===== src/rtl/pipe_ctrl_pkg.sv =====
// Shared constants for the pipeline control decoder: opcodes, ALU op codes,
// control-word bit positions and the output buffer state encoding.
package pipe_ctrl_pkg;

  localparam int CTRL_WIDTH = 12;

  localparam logic [6:0] OPC_OP     = 7'b0110011;
  localparam logic [6:0] OPC_OP_IMM = 7'b0010011;
  localparam logic [6:0] OPC_LOAD   = 7'b0000011;
  localparam logic [6:0] OPC_STORE  = 7'b0100011;
  localparam logic [6:0] OPC_BRANCH = 7'b1100011;
  localparam logic [6:0] OPC_JALR   = 7'b1100111;
  localparam logic [6:0] OPC_JAL    = 7'b1101111;

  localparam logic [3:0] ALU_ADD = 4'b0000;
  localparam logic [3:0] ALU_SUB = 4'b1000;
  localparam logic [3:0] ALU_SLL = 4'b0001;
  localparam logic [3:0] ALU_SLT = 4'b0010;
  localparam logic [3:0] ALU_XOR = 4'b0100;
  localparam logic [3:0] ALU_SRL = 4'b0101;
  localparam logic [3:0] ALU_SRA = 4'b1101;
  localparam logic [3:0] ALU_OR  = 4'b0110;
  localparam logic [3:0] ALU_AND = 4'b0111;
  localparam logic [3:0] ALU_BEQ = 4'b1000;
  localparam logic [3:0] ALU_BNE = 4'b1001;

  localparam int CTRL_JAL       = 11;
  localparam int CTRL_JALR      = 10;
  localparam int CTRL_BRANCH    = 9;
  localparam int CTRL_MEM_TO_REG = 8;
  localparam int CTRL_MEM_WRITE = 7;
  localparam int CTRL_MEM_READ  = 6;
  localparam int CTRL_REG_WRITE = 5;
  localparam int CTRL_ALU_SRC   = 4;

  typedef enum logic [1:0] {
    EMPTY = 2'd0,
    ONE   = 2'd1,
    FULL  = 2'd2
  } buf_state_e;

  function automatic logic [CTRL_WIDTH-1:0] ctrl_flag(input int idx);
    logic [CTRL_WIDTH-1:0] flag;
    flag = '0;
    flag[idx] = 1'b1;
    return flag;
  endfunction

endpackage


===== src/rtl/ctrl_imm_decode.sv =====
// Combinational RISC-V instruction to control word / immediate / illegal flag.
// DECODE_ILLEGAL_TRAP_EN enables reporting of unrecognised words on illegal.
module ctrl_imm_decode
  import pipe_ctrl_pkg::*;
#(
  parameter int XLEN = 32
) (
  input  logic [31:0]           instr,
  output logic [CTRL_WIDTH-1:0] ctrl,
  output logic [XLEN-1:0]       imm,
  output logic                  illegal
);

  logic [6:0]            opcode;
  logic [2:0]            funct3;
  logic [6:0]            funct7;
  logic [6:0]            shift_fn;
  logic [31:0]           shamt;
  logic [31:0]           imm_i;
  logic [31:0]           imm_s;
  logic [31:0]           imm_b;
  logic [31:0]           imm_j;
  logic [31:0]           imm32;
  logic [CTRL_WIDTH-1:0] ctrl_raw;
  logic                  known;

  assign opcode = instr[6:0];
  assign funct3 = instr[14:12];
  assign funct7 = instr[31:25];

  // RV64 shifts carry a 6-bit shamt, so bit 25 belongs to shamt, not funct7.
  assign shift_fn = (XLEN == 64) ? {instr[31:26], 1'b0} : instr[31:25];
  assign shamt    = (XLEN == 64) ? {26'b0, instr[25:20]} : {27'b0, instr[24:20]};

  assign imm_i = {{20{instr[31]}}, instr[31:20]};
  assign imm_s = {{20{instr[31]}}, instr[31:25], instr[11:7]};
  assign imm_b = {{19{instr[31]}}, instr[31], instr[7], instr[30:25], instr[11:8], 1'b0};
  assign imm_j = {{11{instr[31]}}, instr[31], instr[19:12], instr[20], instr[30:21], 1'b0};

  always_comb begin
    ctrl_raw = '0;
    imm32    = '0;
    known    = 1'b0;
    case (opcode)
      OPC_OP: begin
        ctrl_raw = ctrl_flag(CTRL_REG_WRITE);
        if (funct7 == 7'b0000000) begin
          known = 1'b1;
          case (funct3)
            3'b000:  ctrl_raw[3:0] = ALU_ADD;
            3'b001:  ctrl_raw[3:0] = ALU_SLL;
            3'b010:  ctrl_raw[3:0] = ALU_SLT;
            3'b100:  ctrl_raw[3:0] = ALU_XOR;
            3'b101:  ctrl_raw[3:0] = ALU_SRL;
            3'b110:  ctrl_raw[3:0] = ALU_OR;
            3'b111:  ctrl_raw[3:0] = ALU_AND;
            default: known = 1'b0;
          endcase
        end else if (funct7 == 7'b0100000) begin
          known = 1'b1;
          case (funct3)
            3'b000:  ctrl_raw[3:0] = ALU_SUB;
            3'b101:  ctrl_raw[3:0] = ALU_SRA;
            default: known = 1'b0;
          endcase
        end
      end
      OPC_OP_IMM: begin
        ctrl_raw = ctrl_flag(CTRL_REG_WRITE) | ctrl_flag(CTRL_ALU_SRC);
        imm32    = imm_i;
        known    = 1'b1;
        case (funct3)
          3'b000: ctrl_raw[3:0] = ALU_ADD;
          3'b010: ctrl_raw[3:0] = ALU_SLT;
          3'b100: ctrl_raw[3:0] = ALU_XOR;
          3'b110: ctrl_raw[3:0] = ALU_OR;
          3'b111: ctrl_raw[3:0] = ALU_AND;
          3'b001: begin
            ctrl_raw[3:0] = ALU_SLL;
            imm32         = shamt;
            known         = (shift_fn == 7'b0000000);
          end
          3'b101: begin
            ctrl_raw[3:0] = (shift_fn == 7'b0100000) ? ALU_SRA : ALU_SRL;
            imm32         = shamt;
            known         = (shift_fn == 7'b0000000) || (shift_fn == 7'b0100000);
          end
          default: known = 1'b0;
        endcase
      end
      OPC_LOAD: begin
        ctrl_raw = ctrl_flag(CTRL_REG_WRITE) | ctrl_flag(CTRL_ALU_SRC)
                 | ctrl_flag(CTRL_MEM_READ) | ctrl_flag(CTRL_MEM_TO_REG);
        imm32    = imm_i;
        known    = 1'b1;
      end
      OPC_STORE: begin
        ctrl_raw = ctrl_flag(CTRL_MEM_WRITE) | ctrl_flag(CTRL_ALU_SRC);
        imm32    = imm_s;
        known    = (funct3[2] == 1'b0);
      end
      OPC_BRANCH: begin
        ctrl_raw = ctrl_flag(CTRL_BRANCH);
        imm32    = imm_b;
        known    = 1'b1;
        case (funct3)
          3'b000:  ctrl_raw[3:0] = ALU_BEQ;
          3'b001:  ctrl_raw[3:0] = ALU_BNE;
          default: known = 1'b0;
        endcase
      end
      OPC_JALR: begin
        ctrl_raw = ctrl_flag(CTRL_JALR) | ctrl_flag(CTRL_REG_WRITE) | ctrl_flag(CTRL_ALU_SRC);
        imm32    = imm_i;
        known    = (funct3 == 3'b000);
      end
      OPC_JAL: begin
        ctrl_raw = ctrl_flag(CTRL_JAL) | ctrl_flag(CTRL_REG_WRITE);
        imm32    = imm_j;
        known    = 1'b1;
      end
      default: known = 1'b0;
    endcase
  end

  // Unrecognised words always decode to an all-zero entry (a harmless bubble).
  assign ctrl = known ? ctrl_raw : '0;
  assign imm  = known ? XLEN'($signed(imm32)) : '0;

`ifdef DECODE_ILLEGAL_TRAP_EN
  assign illegal = !known;
`else
  assign illegal = 1'b0;
`endif

endmodule


===== src/rtl/pipe_ctrl_decoder.sv =====
// Decode stage with a 2-entry skid buffer; head entry drives the outputs.
// Optional DECODE_ILLEGAL_TRAP_EN flags unrecognised instructions on illegal.
module pipe_ctrl_decoder
  import pipe_ctrl_pkg::*;
#(
  parameter int XLEN   = 32,
  parameter int CTRL_W = 12
) (
  input  logic              clk,
  input  logic              rst_n,
  input  logic              in_valid,
  output logic              in_ready,
  input  logic [31:0]       in_instr,
  output logic              out_valid,
  input  logic              out_ready,
  output logic [CTRL_W-1:0] ctrl_signal,
  output logic [XLEN-1:0]   immediate,
  output logic              illegal
);

  // Handshake: a transfer happens on a rising edge where valid && ready;
  // in_ready/out_valid depend only on the registered buffer state.
  buf_state_e        state;
  logic [CTRL_W-1:0] dec_ctrl;
  logic [XLEN-1:0]   dec_imm;
  logic              dec_illegal;
  logic [CTRL_W-1:0] tail_ctrl;
  logic [XLEN-1:0]   tail_imm;
  logic              tail_illegal;
  logic              push;
  logic              pop;

  ctrl_imm_decode #(
    .XLEN (XLEN)
  ) u_decode (
    .instr   (in_instr),
    .ctrl    (dec_ctrl),
    .imm     (dec_imm),
    .illegal (dec_illegal)
  );

  assign in_ready  = (state != FULL);
  assign out_valid = (state != EMPTY);
  assign push      = in_valid && in_ready;
  assign pop       = out_valid && out_ready;

  always_ff @(posedge clk) begin
    if (!rst_n) begin
      state        <= EMPTY;
      ctrl_signal  <= '0;
      immediate    <= '0;
      illegal      <= 1'b0;
      tail_ctrl    <= '0;
      tail_imm     <= '0;
      tail_illegal <= 1'b0;
    end else begin
      case (state)
        EMPTY: begin
          if (push) begin
            ctrl_signal <= dec_ctrl;
            immediate   <= dec_imm;
            illegal     <= dec_illegal;
            state       <= ONE;
          end
        end
        ONE: begin
          if (push && pop) begin
            ctrl_signal <= dec_ctrl;
            immediate   <= dec_imm;
            illegal     <= dec_illegal;
          end else if (push) begin
            tail_ctrl    <= dec_ctrl;
            tail_imm     <= dec_imm;
            tail_illegal <= dec_illegal;
            state        <= FULL;
          end else if (pop) begin
            // Head outputs read as zero whenever the buffer is empty.
            ctrl_signal <= '0;
            immediate   <= '0;
            illegal     <= 1'b0;
            state       <= EMPTY;
          end
        end
        FULL: begin
          if (pop) begin
            ctrl_signal <= tail_ctrl;
            immediate   <= tail_imm;
            illegal     <= tail_illegal;
            state       <= ONE;
          end
        end
        default: begin
          ctrl_signal <= '0;
          immediate   <= '0;
          illegal     <= 1'b0;
          state       <= EMPTY;
        end
      endcase
    end
  end

endmodule


===== config.mk =====
export PLATFORM = sky130hd
export DESIGN_NAME = pipe_ctrl_decoder
export DESIGN_NICKNAME = d
export VERILOG_FILES = /design/src/rtl/pipe_ctrl_pkg.sv /design/src/rtl/ctrl_imm_decode.sv /design/src/rtl/pipe_ctrl_decoder.sv
export SDC_FILE = /design/constraint.sdc
export NUM_CORES = 1
export LEC_CHECK = 0
export ABC_CLOCK_PERIOD_IN_PS = 2600
export BUFFER_PORTS_ARGS = -buffer_cell sky130_fd_sc_hd__buf_2
export CAP_MARGIN = 0
export CORE_UTILIZATION = 57
export CTS_CLUSTER_DIAMETER = 100
export DETAILED_ROUTE_END_ITERATION = 10
export PLACE_DENSITY = 0.85
export SLEW_MARGIN = 20
export SYNTH_ARGS = -nofsm -noshare
export SYNTH_HDL_FRONTEND = slang
export SYNTH_SLANG_ARGS = --single-unit

===== constraint.sdc =====
create_clock -name clk -period 2.6 [get_ports clk]
set_input_delay 0.39 -clock clk [delete_from_list [all_inputs] [get_ports clk]]
set_output_delay 0.39 -clock clk [all_outputs]
set_load 0.05 [all_outputs]

==> Word-level counts from Yosys, hierarchy flattened <==
Index checks and enable logic that the tools add are counted.
{ "word_totals": {"register_bits": 91, "latchBits": 0, "ram_bits": 0, "romBits": 0, "in_bits": 36, "output_inout_bits": 47, "word_cells": 91, "n_memories": 0} }
{ "classes": {"addsub": 0, "mul": 0, "div_mod_pow": 0, "magnitude_cmp": 0, "n_eq_ne": 23, "shift": 0, "n_mux": 42, "n_bitwise": 2, "n_reduce_logical": 18} }
{ "ops": {"columns": ["op", "n"], "rows": [
  ["$mux 32", 7],
  ["$pmux 32 s5", 1],
  ["$pmux 32 s3", 1],
  ["$pmux 12 s7", 1],
  ["$mux 12", 6],
  ["$pmux 12 s3", 1],
  ["$pmux 4 s6", 1],
  ["$eq 7x6->1 const B", 3],
  ["$eq 7x7->1 const B", 3],
  ["$pmux 3 s6", 1],
  ["$pmux 4 s2", 2],
  ["$eq 3x3->1 const B", 4],
  ["$mux 4", 3],
  ["$mux 2", 5],
  ["$reduce_or 2->1", 5],
  ["$mux 1", 9],
  ["$ne 3x3->1 const B", 3],
  ["$ne 2x2->1 const B", 4],
  ["$reduce_and 4->1", 2],
  ["$eq 7x2->1 const B", 1],
  ["$eq 7x5->1 const B", 1],
  ["$logic_not 7->1", 1],
  ["$reduce_or 7->1", 1],
  ["$pmux 1 s3", 2],
  ["14 further kinds", 17]
]} }

==> Logic depth before layout (Yosys ltp) <==
{ "logic_depth": {"ltp_word": 9, "ltp_mapped": 9} }

==> Modules after synthesis <==
Synthesis repeated with hierarchy kept, for this count alone.
{ "unflattened": {"hier_cells": 557, "area_unflattened_um2": 4634.4} }
{ "by_module_without_submodules": {"columns": ["module", "instances", "cells_per_inst", "area_each_um2"], "rows": [
  ["pipe_ctrl_decoder", 1, 429, 3842.4],
  ["ctrl_imm_decode", 1, 128, 792.0]
]} }

==> Worst setup path before layout <==
OpenSTA, ideal clock, no wires.
{ "synth_path": {"kind": "in2reg", "startpoint": "input in_instr[6]", "endpoint": "register tail_imm[30]", "t_arrival_ns": 1.779, "required_ns": 2.504, "path_slack_ns": 0.725, "path_stages": 6, "path_buffers": 2, "cell_sequence": "clkbuf_2 -> or3_1 -> a2111oi_4 -> nor3_2 -> buf_6 -> o41ai_2"} }
{ "synth_via": {"elab_chain_len": 4} }
{ "synth_rtl": {"columns": ["item", "line", "source"], "rows": [
  ["start: declaration", "pipe_ctrl_decoder.sv:13", "input logic [31:0] in_instr,"],
  ["$eq 7x2->1 or $eq 7x7->1 (tied branches)", "ctrl_imm_decode.sv:44", "case (opcode)"],
  ["$reduce_or 2->1 (no source line)", null, null],
  ["$pmux 1 s6 or $pmux 32 s5 (tied branches)", "ctrl_imm_decode.sv:44", null],
  ["$mux 32 *", "ctrl_imm_decode.sv:128", "assign imm = known ? XLEN'($signed(imm32)) : '0;"],
  ["end signal: assignment", "pipe_ctrl_decoder.sv:73", "tail_imm <= dec_imm;"],
  ["end: declaration", "pipe_ctrl_decoder.sv:28", "logic [XLEN-1:0] tail_imm;"]
]} }
Every way passes the cells marked *; elsewhere a longest branch is shown, timed or not.
A chain may end at the register's enable or synchronous reset.

==> Worst setup path after layout <==
{ "layout_path": {"startpoint": "register state[0]", "endpoint": "register immediate[12]"} }
{ "layout_via": {"elab_chain_len": 5} }
{ "layout_rtl": {"columns": ["item", "line", "source"], "rows": [
  ["start: declaration", "pipe_ctrl_decoder.sv:23", "buf_state_e state;"],
  ["start signal: assignment", "pipe_ctrl_decoder.sv:49", "state <= EMPTY;"],
  ["start signal: assignment", "pipe_ctrl_decoder.sv:63", "state <= ONE;"],
  ["start signal: assignment", "pipe_ctrl_decoder.sv:75", "state <= FULL;"],
  ["$ne 2x2->1 or $reduce_bool 2->1 (tied branches)", "pipe_ctrl_decoder.sv:42, pipe_ctrl_decoder.sv:43", null],
  ["$logic_and 1x1->1 (on tied branches)", "pipe_ctrl_decoder.sv:44, pipe_ctrl_decoder.sv:45", null],
  ["$logic_and 1x1->1", "pipe_ctrl_decoder.sv:67", "if (push && pop) begin"],
  ["$ne 3x3->1 (no source line) or $mux 32 (tied branches)", null, null],
  ["$reduce_and 4->1 (no source line) or $pmux 32 s3 (tied branches)", null, null],
  ["end signal: assignment", "pipe_ctrl_decoder.sv:61", "immediate <= dec_imm;"],
  ["end signal: assignment", "pipe_ctrl_decoder.sv:69", "immediate <= dec_imm;"],
  ["end signal: assignment", "pipe_ctrl_decoder.sv:87", "immediate <= tail_imm;"],
  ["end: declaration", "pipe_ctrl_decoder.sv:17", "output logic [XLEN-1:0] immediate,"]
]} }
Parallel ways exist; a longest one is shown, timed or not.

==> results by group <==
Timing
  – Worst slew pin tran: 0.755 ns
  – Skew final: 0.00771 ns
  – Highest Clock Rate: 0.458 GHz
  – Final setup margin: 0.418 ns
  – TNS Setup: 0 ns
  – Final hold viol count: 0
  – Max Slew Vio Count: 0
  – RSZ-0062 raised after global routing: no
  – Slew Limit Headroom: 49.6%
  – Tmin final: 2.18 ns
  – Final period utilization: 83.9%
  – # setup viols final: 0

Power and ir drop
  – Worst VDD drop: 0.303 mV
  – P_int: 1620 uW
  – Switching pwr: 554 uW
  – Pwr dens: 559 mW/mm2
  – Sequential power share: 46.9%
  – Net Sw Frac: 25.5%
  – Tot Pwr: 2170 uW
  – P_leak: 0.00151 uW
  – Clk pwr share: 43.5%
  – Gate power share: 9.6%

Clock network
  – Post-CTS Setup Inserts: 0
  – CTS tree: yes
  – Later-pin clock latency in the skew report: 0.34 ns
  – H-tree levels: 3
  – Post-cts gate resize count: 0
  – Num CTS Buffers: 9
  – CTS clk-pin slew, worst paths: 0.07 ns
  – CTS Buffer Depth: 2
  – CTS root buffer: clkbuf_8
  – # clock sinks: 66
  – Post-CTS Hold Buffers: 0

Critical path
  – Max FO, Critical Path: 17
  – Max stage delay on crit path: 0.56 ns
  – CP endpoint kind: register
  – Worst Setup Start Kind: register
  – CP max-delay cell: nand2_1
  – Critical-path cell list: nor2b_1 > nor2_2 > nand2_1 > o31ai_1
  – Worst EP arrival: 2.42 ns
  – Reg-to-reg startpoint: state[0]
  – Crit path launch: state[0]
  – CP required: 2.84 ns
  – WS Path Type: reg -> reg

Synth
  – EDFF count, synth: 0
  – Mapped Avg Cell Area: 8.40 um2
  – Top FF cell, synth: dfxtp_1
  – Synth cell types: 57
  – Seq/Total Area, Yosys: 40.2%
  – Synth warnings: 0
  – Syn_nets: 427
  – Cell area after synthesis: 0.00328 mm2
  – Post-synthesis register bit count: 66
  – Async SR Flop Fraction: 0%
  – Mapped Cells: 391

Placement
  – GPL Wtd Cong: 0.932
  – DPL Wire Length: 5880 um
  – Placed instance area: 0.00366 mm2
  – PortBufs: 81
  – Setup WS pre-CTS: 0.0921 ns

Detailed routing
  – Post-DRT Antenna Nets: 0
  – Drt initial violations: 340
  – Drc violations: 0
  – 1st-pass router iterations: 5
  – Final wirelength: 8700 um
  – Via count: 3245
  – DR WL/cell: 16.6 um
  – Vias per cell: 6.18

Floorplanning
  – Die ar.: 0.00607 mm2
  – Starting Density: 59.3%
  – Die Span Y: 77.9 um
  – Io pins: 83
  – Core Area: 0.00554 mm2
  – # rows: 27
  – DIE WIDTH: 77.9 um

Global route
  – GR Util All Layers: 29.4%
  – Total gr overflow: 0
  – Initial antenna violation count: 0
  – Largest net degree at the start of global routing: 46
  – First-pass GRT wire length: 13800 um
  – Vias in the first global route: 2903

Final layout
  – Layout cells sized above 1: 27.2%
  – # fillers: 443
  – Ant. Diodes: 0
  – Register area: 0.00132 mm2
  – Most frequent cells in the layout: buf_2, dfxtp_1, nand2_1, o31ai_1, a22oi_1
  – Final Cell Area: 0.00388 mm2
  – Area delta synth->final: 18.3%
  – Commonest non-fill, non-tap cell in the layout: buf_2
  – Nets: 484
  – Area of the multi-input gates: 0.00169 mm2

Run
  – Max Cap Viol: 0

Worst hold path
  – Hold Path Origin: out_ready
  – Worst Hold Class: in -> reg

Run status
  – Outcome: completed
## layout make-up
type | instances | share of cell area [%]
clock buffers | 9 | 3.19
clock inverters | 7 | 2.42
inverters | 6 | 0.580
multi-input cells | 269 | 43.5
flip-flops and latches | 66 | 34.0
well taps | 72 | 2.32
repair buffers | 96 | 14.0
## per-stage QoR
| stage | instances | hold slack (ns) | utilization [%] |
|---|---|---|---|
| after floorplan | 391 | 0.426 | - |
| after global placement | 509 | 0.434 | 66.1 |
| after detailed placement | 509 | 0.442 | 66.1 |
| after CTS | 525 | 0.299 | 70.1 |
| after global routing | 525 | 0.313 | 70.1 |
| final | 525 | 0.323 | 70.1 |
## synthesized netlist by cell type, drive strengths merged (3+ instances only)
| cell | instances | area, um2 |
|---|---|---|
| nor3 | 8 | 50.1 |
| nor2 | 16 | 60.1 |
| a222oi | 3 | 30.0 |
| nand3 | 3 | 15.0 |
| nand2 | 50 | 188 |
| nor4 | 4 | 31.3 |
| nor2b | 11 | 68.8 |
| dfxtp | 66 | 1320 |
| and2 | 4 | 25.0 |
| buf | 24 | 159 |
| a22oi | 31 | 233 |
| and3 | 3 | 18.8 |
| o21ai | 21 | 109 |
| inv | 6 | 22.5 |
| nand4 | 13 | 81.3 |
| o31ai | 35 | 263 |
| a22o | 4 | 35.0 |
| nand2b | 6 | 37.5 |
| a21oi | 16 | 80.1 |
| clkbuf | 26 | 98.8 |
| a21boi | 7 | 52.6 |
## power groups by stage
stage,Clock [uW],Sequential (uW),Combinational [uW]
after floorplan,0,1040,132
after global placement,0,1040,200
final,944,1020,208
after CTS,955,1020,203
after detailed placement,0,1040,202
after global routing,1000,1020,222
## metal layers
metal,global-route usage [%],part of all wire [%]
met5,0,0
met4,11.9,1.8
met3,7.06,7.0
met2,49.0,49
met1,36.2,43
## final timing paths
| check | end | slack [ns] | cells past startpoint |
|---|---|---|---|
| hold reg to reg | tail_ctrl[4] | 0.46 | 2 |
| hold / removal | state[1] | 0.32 | 2 |
| setup / recovery | immediate[12] | 0.42 | 4 |
| setup reg to reg | immediate[12] | 0.42 | 4 |
## state kept, by name, indices dropped and copies added, names as in the netlist
register     count
ctrl_signal     11
state            2
tail_imm        21
immediate       21
tail_ctrl       11
## critical path: cells and delay by family (launching register included)
kind            cells  cell delay [ns]
simple gates        3             1.27
compound gates      1             0.42
flops               1             0.39
## cells by family after synthesis
kind of cell,share of synthesized area [%]
AND/OR/NAND/NOR,20.0
other,0.114
AO/OA/AOI/OAI,30.8
multiplexers,0.305
flip-flops,40.2
buffers and inverters,8.54
Power figures use the tool's default switching activity.
